`src/rtl/coax_bus_pkg.sv`:
```
// Shared types and sizing for the coax bus master: FSM state encoding,
// word width and the width of the shared turnaround/timeout counter.
package coax_bus_pkg;

   localparam int WORD_WIDTH            = 10;
   localparam int DEF_TURNAROUND_CYCLES = 2;
   localparam int DEF_TX_START_TIMEOUT  = 64;
   localparam int DEF_RESPONSE_TIMEOUT  = 1024;

   localparam int MAX_TIMEOUT = (DEF_TX_START_TIMEOUT > DEF_RESPONSE_TIMEOUT) ?
                                DEF_TX_START_TIMEOUT : DEF_RESPONSE_TIMEOUT;
   // The TX start timer is loaded with the full timeout value, so it needs +1.
   localparam int CNT_WIDTH   = $clog2(MAX_TIMEOUT + 1);

   typedef enum logic [3:0] {
      RX_IDLE   = 4'd0,
      RX_READ   = 4'd1,
      RX_HOLD   = 4'd2,
      TURN_TX   = 4'd3,
      TX_DRIVE  = 4'd4,
      TX_START  = 4'd5,
      TX_WAIT   = 4'd6,
      TURN_RX   = 4'd7,
      RESP_WAIT = 4'd8
   } state_t;

endpackage

```
`src/rtl/coax_bus_turnaround.sv`:
```
// Loadable saturating down-counter shared by the bus turnaround gaps,
// the RX hold window and both timeouts; done is the terminal-count compare.
module coax_bus_turnaround
   import coax_bus_pkg::*;
#(
   parameter logic [CNT_WIDTH-1:0] RESET_VALUE = '0
)(
   input  logic                 clk,
   input  logic                 reset_n,
   input  logic                 load,
   input  logic [CNT_WIDTH-1:0] load_value,
   input  logic                 en,
   output logic                 done
);

   logic [CNT_WIDTH-1:0] cnt;

   always_ff @(posedge clk) begin
      if (!reset_n) begin
         cnt <= RESET_VALUE;
      end else if (load) begin
         cnt <= load_value;
      end else if (en && (cnt != '0)) begin
         cnt <= cnt - 1'b1;
      end
   end

   assign done = (cnt == '0);

endmodule

```
`src/rtl/coax_bus_controller.sv`:
```
// Host-side master for the coax interface parallel bus: pushes outbound words
// into the transmitter, turns the bus around and collects response words.
//
//   state     | meaning
//   ----------+-----------------------------------------------------------
//   RX_IDLE   | receiver enabled, waiting for outbound word or unsolicited rx
//   RX_READ   | capture bus word into rx_rdata, pulse rx_data_read
//   RX_HOLD   | 2 cycles for the registered data_available to see the read
//   TURN_TX   | turnaround gap before driving the bus
//   TX_DRIVE  | drive bus, load words into the transmitter
//   TX_START  | wait for tx_active to rise (TX start timeout)
//   TX_WAIT   | wait for tx_active to fall
//   TURN_RX   | turnaround gap before enabling the receiver
//   RESP_WAIT | receiver enabled, wait for first response word (timeout)
module coax_bus_controller
   import coax_bus_pkg::*;
#(
   parameter int TURNAROUND_CYCLES = DEF_TURNAROUND_CYCLES,
   parameter int TX_START_TIMEOUT  = DEF_TX_START_TIMEOUT,
   parameter int RESPONSE_TIMEOUT  = DEF_RESPONSE_TIMEOUT
)(
   input  logic                  clk,
   input  logic                  reset_n,
   input  logic [WORD_WIDTH-1:0] tx_wdata,
   input  logic                  tx_wlast,
   input  logic                  tx_wvalid,
   output logic                  tx_wready,
   output logic [WORD_WIDTH-1:0] rx_rdata,
   output logic                  rx_rvalid,
   input  logic                  rx_rready,
   output logic                  timeout,
   output logic                  busy,
   output logic                  bus_tx_load,
   input  logic                  bus_tx_full,
   input  logic                  bus_tx_active,
   output logic                  bus_rx_enable,
   input  logic                  bus_rx_active,
   input  logic                  bus_rx_data_available,
   output logic                  bus_rx_data_read,
   input  logic [WORD_WIDTH-1:0] bus_data_in,
   output logic [WORD_WIDTH-1:0] bus_data_out,
   output logic                  bus_data_oe
);

   localparam logic [CNT_WIDTH-1:0] TURN_LOAD = CNT_WIDTH'(TURNAROUND_CYCLES - 1);
   localparam logic [CNT_WIDTH-1:0] HOLD_LOAD = CNT_WIDTH'(1);
   localparam logic [CNT_WIDTH-1:0] TXS_LOAD  = CNT_WIDTH'(TX_START_TIMEOUT);
   localparam logic [CNT_WIDTH-1:0] RESP_LOAD = CNT_WIDTH'(RESPONSE_TIMEOUT - 1);

   state_t                state, state_nxt;
   logic                  tx_full_q, tx_active_q, rx_active_q, data_available_q;
   logic [WORD_WIDTH-1:0] data_in_q;
   logic                  load_q;
   logic                  accept;
   logic                  cnt_load, cnt_en, cnt_done;
   logic [CNT_WIDTH-1:0]  cnt_value;

   coax_bus_turnaround #(
      .RESET_VALUE (TURN_LOAD)
   ) u_timer (
      .clk        (clk),
      .reset_n    (reset_n),
      .load       (cnt_load),
      .load_value (cnt_value),
      .en         (cnt_en),
      .done       (cnt_done)
   );

   always_ff @(posedge clk) begin
      if (!reset_n) begin
         state            <= TURN_RX;
         tx_full_q        <= 1'b0;
         tx_active_q      <= 1'b0;
         rx_active_q      <= 1'b0;
         data_available_q <= 1'b0;
         data_in_q        <= '0;
         load_q           <= 1'b0;
         rx_rvalid        <= 1'b0;
         rx_rdata         <= '0;
      end else begin
         state            <= state_nxt;
         tx_full_q        <= bus_tx_full;
         tx_active_q      <= bus_tx_active;
         rx_active_q      <= bus_rx_active;
         data_available_q <= bus_rx_data_available;
         data_in_q        <= bus_data_in;
         load_q           <= accept;
         if (state == RX_READ) begin
            rx_rvalid <= 1'b1;
            rx_rdata  <= data_in_q;
         end else if (rx_rvalid && rx_rready) begin
            rx_rvalid <= 1'b0;
         end
      end
   end

   always_comb begin
      state_nxt        = state;
      cnt_load         = 1'b0;
      cnt_value        = TURN_LOAD;
      cnt_en           = 1'b0;
      accept           = 1'b0;
      timeout          = 1'b0;
      bus_rx_enable    = 1'b0;
      bus_data_oe      = 1'b0;
      bus_rx_data_read = 1'b0;
      case (state)
         RX_IDLE: begin
            bus_rx_enable = 1'b1;
            if (tx_wvalid && !rx_rvalid) begin
               state_nxt = TURN_TX;
               cnt_load  = 1'b1;
               cnt_value = TURN_LOAD;
            end else if (!rx_rvalid && data_available_q) begin
               state_nxt = RX_READ;
            end
         end
         RX_READ: begin
            bus_rx_enable    = 1'b1;
            bus_rx_data_read = 1'b1;
            state_nxt        = RX_HOLD;
            cnt_load         = 1'b1;
            cnt_value        = HOLD_LOAD;
         end
         RX_HOLD: begin
            bus_rx_enable = 1'b1;
            cnt_en        = 1'b1;
            if (cnt_done) state_nxt = RX_IDLE;
         end
         TURN_TX: begin
            cnt_en = 1'b1;
            if (cnt_done) state_nxt = TX_DRIVE;
         end
         TX_DRIVE: begin
            bus_data_oe = 1'b1;
            // load_q spaces loads until the registered tx_full can react
            accept = tx_wvalid && !tx_full_q && !load_q;
            if (accept && tx_wlast) begin
               state_nxt = TX_START;
               cnt_load  = 1'b1;
               cnt_value = TXS_LOAD;
            end
         end
         TX_START: begin
            cnt_en = 1'b1;
            if (tx_active_q) begin
               state_nxt = TX_WAIT;
            end else if (cnt_done) begin
               timeout   = 1'b1;
               state_nxt = TURN_RX;
               cnt_load  = 1'b1;
               cnt_value = TURN_LOAD;
            end
         end
         TX_WAIT: begin
            if (!tx_active_q) begin
               state_nxt = TURN_RX;
               cnt_load  = 1'b1;
               cnt_value = TURN_LOAD;
            end
         end
         TURN_RX: begin
            cnt_en = 1'b1;
            if (cnt_done) begin
               state_nxt = RESP_WAIT;
               cnt_load  = 1'b1;
               cnt_value = RESP_LOAD;
            end
         end
         RESP_WAIT: begin
            bus_rx_enable = 1'b1;
            cnt_en        = !rx_active_q;
            if (data_available_q && !rx_rvalid) begin
               state_nxt = RX_READ;
            end else if (cnt_done) begin
               timeout   = 1'b1;
               state_nxt = RX_IDLE;
            end
         end
         default: state_nxt = RX_IDLE;
      endcase
   end

   assign bus_tx_load  = accept;
   assign tx_wready    = accept;
   assign bus_data_out = (state == TX_DRIVE) ? tx_wdata : '0;
   assign busy         = (state != RX_IDLE);

endmodule
```
`config.mk`:
```
export PLATFORM = sky130hd
export DESIGN_NAME = coax_bus_controller
export DESIGN_NICKNAME = d
export VERILOG_FILES = /design/src/rtl/coax_bus_pkg.sv /design/src/rtl/coax_bus_turnaround.sv /design/src/rtl/coax_bus_controller.sv
export SDC_FILE = /design/constraint.sdc
export NUM_CORES = 1
export LEC_CHECK = 0
export CORE_MARGIN = 10
export CORE_UTILIZATION = 47
export CTS_BUF_LIST = sky130_fd_sc_hd__clkbuf_16
export CTS_CLUSTER_DIAMETER = 150
export DETAILED_ROUTE_END_ITERATION = 12
export GPL_ROUTABILITY_DRIVEN = 1
export PLACE_DENSITY = 0.79
export SYNTH_ARGS = -nofsm -noshare
export SYNTH_HDL_FRONTEND = slang
export SYNTH_SLANG_ARGS = --single-unit
```
`constraint.sdc`:
```
create_clock -name clk -period 3.3 [get_ports clk]
set_clock_uncertainty 0.15 [all_clocks]
set_input_delay 0.495 -clock clk [delete_from_list [all_inputs] [get_ports clk]]
set_output_delay 0.495 -clock clk [all_outputs]
set_load 0.05 [all_outputs]
```
* Yosys cells after proc, flatten, opt, wreduce, memory -nomap -nowiden *
Index checks and enable logic that the tools add are counted.

storage, ports and cells
  register bits after elaboration = 41
  input port bits = 29
  output and inout port bits = 28
  word-level logic and storage cells = 77

cells by class
  $add $sub $neg = 1
  eq/ne operators = 14
  multiplexer cells = 32
  reductions and logical operators = 20

operators by type and width
  kind                     number
  $mux W4                  10
  $pmux W4 S9              1
  $mux W11                 2
  $mux W10                 2
  $pmux W10 S2             1
  $eq A4 B3 Y1 const B     4
  $mux W1                  12
  $logic_not A11 Y1        1
  $reduce_bool A11 Y1      1
  $sub A11 B1 Y11 const B  1
  $eq A4 B2 Y1 const B     2
  $ne A2 B2 Y1 const B     4
  $reduce_or A4 Y1         2
  $logic_and A1 B1 Y1      7
  $mux W7                  1
  $ne A3 B3 Y1 const B     2
  $pmux W1 S6              1
  $reduce_and A6 Y1        1
  $eq A4 B1 Y1 const B     1
  $eq A4 B4 Y1 const B     1
  $logic_not A1 Y1         4
  $logic_not A4 Y1         1
  $pmux W1 S2              2
  $reduce_bool A2 Y1       2
  $reduce_bool A4 Y1       1

* Longest topological paths before layout *
Gate-level depths: netlist of the first run.

  word-level depth = 7
  depth in mapped cells = 8

* Cells and area by module *
A second synthesis of the first run with hierarchy kept.

second synthesis, totals
  cells, all modules = 230
  area, all modules = 1,989.4 um2

by module, submodules not included
  module               instances  cells an instance  area an instance (um2)
  coax_bus_controller  1          154                1,343.8
  coax_bus_turnaround  1          76                 645.6

* Worst setup path before layout of the first run *
No wires, ideal clock.

  path type = flip-flop to output port
  start point = reg state[0]
  end point = out tx_wready
  arrival time = 2.960 ns
  data required time = 2.655 ns
  path slack = -0.305 ns
  stages on the path, launching flop included = 4
  buffers on the path = 1
  path through = dfxtp_1 -> nor4b_1 -> nor4bb_1 -> buf_4

on the way
  cells in the longest elaborated chain, start to end = 2

RTL lines
  item                    line                        source
  start, declared         coax_bus_controller.sv:50   state_t state, state_nxt;
  start signal, assigned  coax_bus_controller.sv:81   state <= state_nxt;
  $eq A4 B3 Y1            coax_bus_controller.sv:107  case (state)
  $mux W1                 coax_bus_controller.sv:107
  end, declared           coax_bus_controller.sv:27   output logic tx_wready,

No other way between the ends.

* Final worst setup path of the first run *
  start point = reg state[2]
  end point = out bus_data_oe

on the way
  cells in the longest elaborated chain, start to end = 2

RTL lines
  item           line                        source
  $eq A4 B3 Y1   coax_bus_controller.sv:107
  $mux W1        coax_bus_controller.sv:107
  end, declared  coax_bus_controller.sv:42   output logic bus_data_oe

No other way between the ends.

==> results of run 1 <==
==> flip-flops by register name (all words and copies together) (netlist names) <==
| signal | flops |
|---|---|
| rx_active_q | 1 |
| load_q | 1 |
| u_timer.cnt | 11 |
| rx_rvalid | 1 |
| tx_active_q | 1 |
| state | 4 |
| data_in_q | 10 |
| rx_rdata | 10 |
| data_available_q | 1 |
| tx_full_q | 1 |
==> report_power, final <==
part           leakage [nW]  internal (W)  switching (W)
registers             0.337      0.000565       0.000100
logic                 0.629      0.000347       0.000439
clock network        0.0712      0.000277       0.000186
==> placed cells by master, fill, tap and decap left out, types with 2 or more instances in the layout <==
master	n
and2_1	26
nand3b_1	4
o21a_1	2
o21ai_0	13
xor2_1	6
nand3_1	9
a21boi_0	10
dfxtp_1	41
clkbuf_16	5
or3_1	3
nand2_1	25
and3_1	2
buf_4	15
clkdlybuf4s50_1	43
nor4_1	4
buf_12	2
nor2_1	9
nor3_1	6
or2_2	3
inv_1	5
nor2b_1	5
a31oi_1	2
nand2b_1	4
a21oi_1	6
==> critical path, cell delays in order (launching register included) <==
cell and delay, ns:
dfxtp_1 0.64, nor4b_2 0.59, clkdlybuf4s50_1 0.92
==> metal layers <==
metal,up-vias,track usage,routed length (um)
met5,-,0,0
met4,0,0.0183,16
met3,2,0.0667,453
met2,60,0.221,2310
met1,794,0.153,2020
li1,887,-,-
==> final timing paths <==
kind                                  to  slack (ns)  cells after the start
max reg2reg  u_timer.cnt[7]$_SDFFE_PN0P_        0.76                      6
min reg2reg     rx_rdata[3]$_SDFFE_PN0P_        0.30                      2
min             rx_rdata[3]$_SDFFE_PN0P_        0.30                      2
max                          bus_data_oe        0.22                      2
==> per-stage QoR <==
step                setup slack, ns  std cells
finish                        0.221        330
global route                0.00737        330
CTS                           0.171        330
detailed placement            0.495        322
global placement              0.571        322
floorplan                     0.308        225
==> cells in the mapped netlist (all sizes together) <==
| cell | count |
|---|---|
| o2111ai | 1 |
| and2 | 27 |
| or2 | 3 |
| xor2 | 6 |
| clkbuf | 8 |
| a31oi | 2 |
| nand3b | 4 |
| buf | 5 |
| a211oi | 1 |
| o221a | 1 |
| or3 | 5 |
| or3b | 2 |
| nor2 | 9 |
| and3 | 2 |
| o311ai | 1 |
| o41a | 1 |
| o221ai | 1 |
| nor2b | 5 |
| a21oi | 6 |
| o21ai | 14 |
| maj3 | 1 |
| nor4b | 2 |
| mux2 | 1 |
| nand3 | 9 |
| a21boi | 10 |
| dfxtp | 41 |
| inv | 5 |
| ha | 1 |
| nor3 | 6 |
| or4b | 1 |
| nand2 | 25 |
| o21a | 2 |
| o211ai | 1 |
| a211o | 1 |
| nor3b | 1 |
| a21o | 1 |
| nor4bb | 2 |
| nand2b | 4 |
| or4 | 2 |
| o21bai | 1 |
| nor4 | 4 |
==> final cells by class <==
class | instances | area (sq um)
inverter | 5 | 18.8
fill | 340 | 1320
timing repair buffer | 60 | 583
sequential | 41 | 821
tap | 50 | 62.6
clock buffer | 5 | 125
multi-input combinational | 166 | 1060
clock inverter | 3 | 17.5
==> cell families after synthesis <==
logic type,after synthesis
compound gates,44
fa+ha+maj,2
mux,1
xor+xnor,6
simple gates,113
flops,41
buf+inv,18
==> flow_summary_export.csv, run 1 <==
group,metric,value,unit
sta,timing.fmax,0.325,GHz
clock_network,cts_tree,"yes",
finish,layout.nets,309,
synthesis,synth_area_per_cell,8.64,sq um
worst_setup_path,critPathCaptureType,"output port",
placed_design,gp_congestion,0.847,
sta,max-slew-margin-rel,0.575,
synthesis,synth_compound_area_frac,0.160,
synthesis,synth_adder_area_share,0.0116,
clock_network,cts_sinks,41,
floorplanning,fp.dieArea,7110,sq um
synthesis,yosysTopAreaCell,"dfxtp_1",
route,drcViolationCount,0,
finish,diodes,0,
worst_hold_path,hold_path_startpoint,"data_in_q[3]$_SDFF_PN0_",
synthesis,ys.warnings.count,0,
finish,finish.utilization,0.671,
synthesis,synth_top_family_by_area,"simple AND/OR/NAND/NOR gates",
synthesis,synth_fp_nets,255,
placed_design,portBuffers,56,
floorplanning,io_pins,57,
synthesis,synth.area.top_cells,"dfxtp_1 42%, and2_1 8.4%, nand2_1 4.8%",
worst_setup_path,required,2.65,ns
sta,final.min_clock_period,3.08,ns
route,ant_nets,0,
synthesis,yosysTopAreaCellShare,0.422,
route,vias,1743,
clock_network,cts-buffers-inserted,5,
route,first_iter_violations,114,
synthesis,syn-cell-area,1940,sq um
finish,syn_to_final_growth,38.0,%
synthesis,synthSimpleGateAreaFrac,0.332,
placed_design,dp_hpwl,3630,um
floorplanning,rows,23,
worst_setup_path,cp_max_fo,15,
synthesis,synthXorXnorAreaFrac,0.0270,
global_routing,antenna_found_initial,0,
sta,hold_viol,0,
clock_network,clk_latency,0.28,ns
clock_network,cts_resized,0,
flow_run,maxCapViolations,0,
worst_setup_path,crit_start,"state[2]$_SDFFE_PN1P_",
worst_setup_path,critical_path_class,"reg2out",
worst_setup_path,r2r-start,"state[3]$_SDFFE_PN0P_",
worst_setup_path,crit_arrival,2.43,ns
sta,worst_pin_slew,0.628,ns
synthesis,ys_ff_latch,41,
sta,grt_setup_unrepaired,"no",
sta,setup_viol,0,
clock_network,htree_levels,2,
power,cellPowerDensity,713,nW/um^2
floorplanning,initial_core_util,0.486,
route,finalWirelength,4800,um
finish,layout-drive-gt1-share,0.136,
placed_design,placed_area,2540,sq um
floorplanning,die_h,84.3,um
power,vdd_drop_max,421,uV
sta,final_max_slew_viol_count,0,
power,leakagePower,1.04,nW
global_routing,grt_pass1_wl,8160,um
power,fin_total_pwr,0.00191,W
synthesis,ys_types,50,
worst_hold_path,hp-class,"reg2reg",
route,wl_per_cell,14.5,um
floorplanning,core,4000,sq um
route,vias_per_cell,5.28,
synthesis,synth.yosys.seq_area_share,0.422,
clock_network,path_clk_slew,0.06,ns
clock_network,cts_setup_buffers,0,
outcome,status,"finished, final reports clean",
global_routing,overflow,0,
global_routing,globalRouteTotalUtil,0.133,
sta,final.setup.tns,0,ns
sta,whs,0.299,ns
sta,fin_crit_sh,0.933,
synthesis,muxShareOfSynthArea,0.00579,
route,dr.pass1.iters,4,
synthesis,syn_inst,225,
clock_network,cts_hold_buf,0,
clock_network,cts_buffer_depth,2,
global_routing,grt_max_degree,35,
worst_setup_path,startpoint_type,"register",
global_routing,grt_pass1_vias,1744,
finish,stdcell_area,2680,sq um
floorplanning,fp.dieW,84.3,um
clock_network,clock_tree.root_cell,"clkbuf_16",
Power figures use the tool's default switching activity.
==> run 2, diff against run 1 <==
Settings changed: CORE_ASPECT_RATIO from default to 1.75.
==> flow_summary_export.csv, run 2 (same netlist as run 1, synthesis figures left out) <==
group,metric,value,unit
placed_design,placedCellCount,320,
global_routing,overflow,0,
finish,regMostFlops,"u_timer.cnt",
worst_setup_path,max_stage_delay,0.80,ns
clock_network,htree_levels,2,
global_routing,antenna_found_initial,0,
clock_network,path_clk_slew,0.07,ns
finish,diodes,0,
global_routing,grt_pass1_vias,1819,
power,power.internal,0.00119,W
clock_network,cts_tree,"yes",
power,cellPowerDensity,721,nW/um^2
clock_network,cts-buffers-inserted,5,
route,finalWirelength,4960,um
finish,layout-drive-gt1-share,0.129,
sta,max-slew-margin-rel,0.573,
sta,grt_setup_unrepaired,"no",
worst_setup_path,startpoint_type,"register",
worst_hold_path,whs_path_depth,2,
sta,fin_crit_sh,0.916,
worst_setup_path,r2r_setup_slack,0.82,ns
route,first_iter_violations,68,
worst_setup_path,reg2reg_to,"u_timer.cnt[6]$_SDFFE_PN0P_",
power,leakagePower,1.03,nW
worst_setup_path,critPathCaptureType,"output port",
finish,reg_top3,"u_timer.cnt: 11 flops, data_in_q: 10 flops, rx_rdata: 10 flops",
sta,final.min_clock_period,3.02,ns
sta,final.setup.tns,0,ns
sta,worst_pin_slew,0.632,ns
clock_network,cts_setup_buffers,0,
sta,setup_viol,0,
power,power.switching,0.000747,W
route,vias_per_cell,5.37,
finish,syn_to_final_growth,38.2,%
placed_design,dp_slack,0.589,ns
power,fin_total_pwr,0.00194,W
finish,final_common_cell,"clkdlybuf4s50_1",
worst_hold_path,hold_path_startpoint,"data_in_q[0]$_SDFF_PN0_",
flow_run,maxCapViolations,0,
power,vdd_drop_max,453,uV
finish,layout_common_cells,"45 x clkdlybuf4s50_1, 41 x dfxtp_1, 26 x and2_1",
worst_setup_path,ff2ff_path_depth,7,
clock_network,cts_buffer_depth,2,
worst_setup_path,r2r-start,"u_timer.cnt[0]$_SDFFE_PN1P_",
floorplanning,io_pins,57,
power,swShare,0.385,
placed_design,portBuffers,56,
global_routing,globalRouteTotalUtil,0.145,
route,ant_nets,0,
clock_network,cts_hold_buf,0,
worst_setup_path,cp_max_fo,15,
power,combPwrFrac,0.400,
floorplanning,core,3940,sq um
route,vias,1762,
sta,final_max_slew_viol_count,0,
clock_network,cts_sinks,41,
floorplanning,fp.dieArea,7210,sq um
worst_setup_path,cp_cell_sequence,"nor4b_1 > buf_4 > and2_1 > clkdlybuf4s50_1",
floorplanning,fp.dieW,68.6,um
worst_hold_path,hp-class,"reg2reg",
clock_network,clock_tree.root_cell,"clkbuf_16",
route,drcViolationCount,0,
worst_setup_path,crit_slowest_cell,"clkdlybuf4s50_1",
finish,largest_reg_flops,11,
floorplanning,die_h,105,um
worst_hold_path,min_to,"rx_rdata[0]$_SDFFE_PN0P_",
power,pwr-share-clk,0.250,
placed_design,placed_area,2540,sq um
finish,fin_cells,328,
global_routing,grt_max_degree,27,
route,wl_per_cell,15.1,um
sta,timing.fmax,0.331,GHz
route,dr.pass1.iters,4,
clock_network,clk_latency,0.29,ns
global_routing,grt_pass1_wl,8270,um
finish,stdcell_area,2690,sq um
floorplanning,rows,30,
worst_setup_path,required,2.65,ns
placed_design,dp_hpwl,3700,um
sta,hold_viol,0,
worst_setup_path,critical_path_class,"reg2out",
outcome,status,"finished, final reports clean",
sta,setup_ws,0.276,ns
floorplanning,initial_core_util,0.493,
clock_network,cts_resized,0,
finish,layout.nets,309,
power,power_frac_seq,0.350,
placed_design,gp_congestion,0.876,
worst_setup_path,crit_arrival,2.38,ns
## run 2: cell count changes in the layout (fill, tap and decap cells not counted)
cell,previous run,this run
nor4b_2,1,0
nor4b_1,1,2
clkinv_2,1,0
inv_6,0,1
clkdlybuf4s50_1,43,45
buf_4,15,13
clkinvlp_4,0,1
clkinv_1,1,0
## run 2: critical path: cells and delay by family, from the launching register on
kind / cells / cell delay (ns)
flops: 1 / 0.62
buf+inv: 2 / 1.02
simple gates: 2 / 0.44
## run 2: worst max path at each step
stage | startpoint | end | slack, ns | depth (start not counted)
2_1_floorplan | state[0]$_SDFFE_PN1P_ | tx_wready | 0.31 | 3
3_3_place_gp | state[2]$_SDFFE_PN1P_ | bus_data_out[6] | 0.65 | 4
3_5_place_dp | state[2]$_SDFFE_PN1P_ | bus_data_out[8] | 0.59 | 4
4_1_cts | state[2]$_SDFFE_PN1P_ | bus_data_out[8] | 0.28 | 4
5_1_grt | state[2]$_SDFFE_PN1P_ | bus_data_out[8] | 0.14 | 4
6_report | state[2]$_SDFFE_PN1P_ | bus_data_out[8] | 0.28 | 4
## run 2: final cells by class
class                      count  area [sq um]
clock buffer                   5           125
fill                         339          1250
tap                           48          60.1
timing repair buffer          60           588
sequential                    41           821
clock inverter                 3          25.0
inverter                       5          18.8
multi-input combinational    166          1050
## run 2: power groups by stage
stage	registers [W]	clock network, W	logic [W]
after floorplan	0.000643	0	0.000612
after global placement	0.000681	0	0.000756
after detailed placement	0.000684	0	0.000763
after CTS	0.000675	0.000492	0.000775
after global routing	0.000692	0.000511	0.000863
final	0.000678	0.000484	0.000775
## run 2: metrics by stage
| stage | hold slack (ns) | util |
|---|---|---|
| 2_1_floorplan | 0.276 | - |
| 3_3_place_gp | 0.278 | 0.644 |
| 3_5_place_dp | 0.288 | 0.644 |
| 4_1_cts | 0.291 | 0.682 |
| 5_1_grt | 0.307 | 0.682 |
| 6_report | 0.289 | 0.682 |
## run 2: layer usage
metal  wire (um)  vias up  track usage
met2        2520       64        0.232
met5           0        -            0
met1        1890      796        0.153
met4         196        0       0.0809
li1            -      886            -
met3         351       16       0.0545
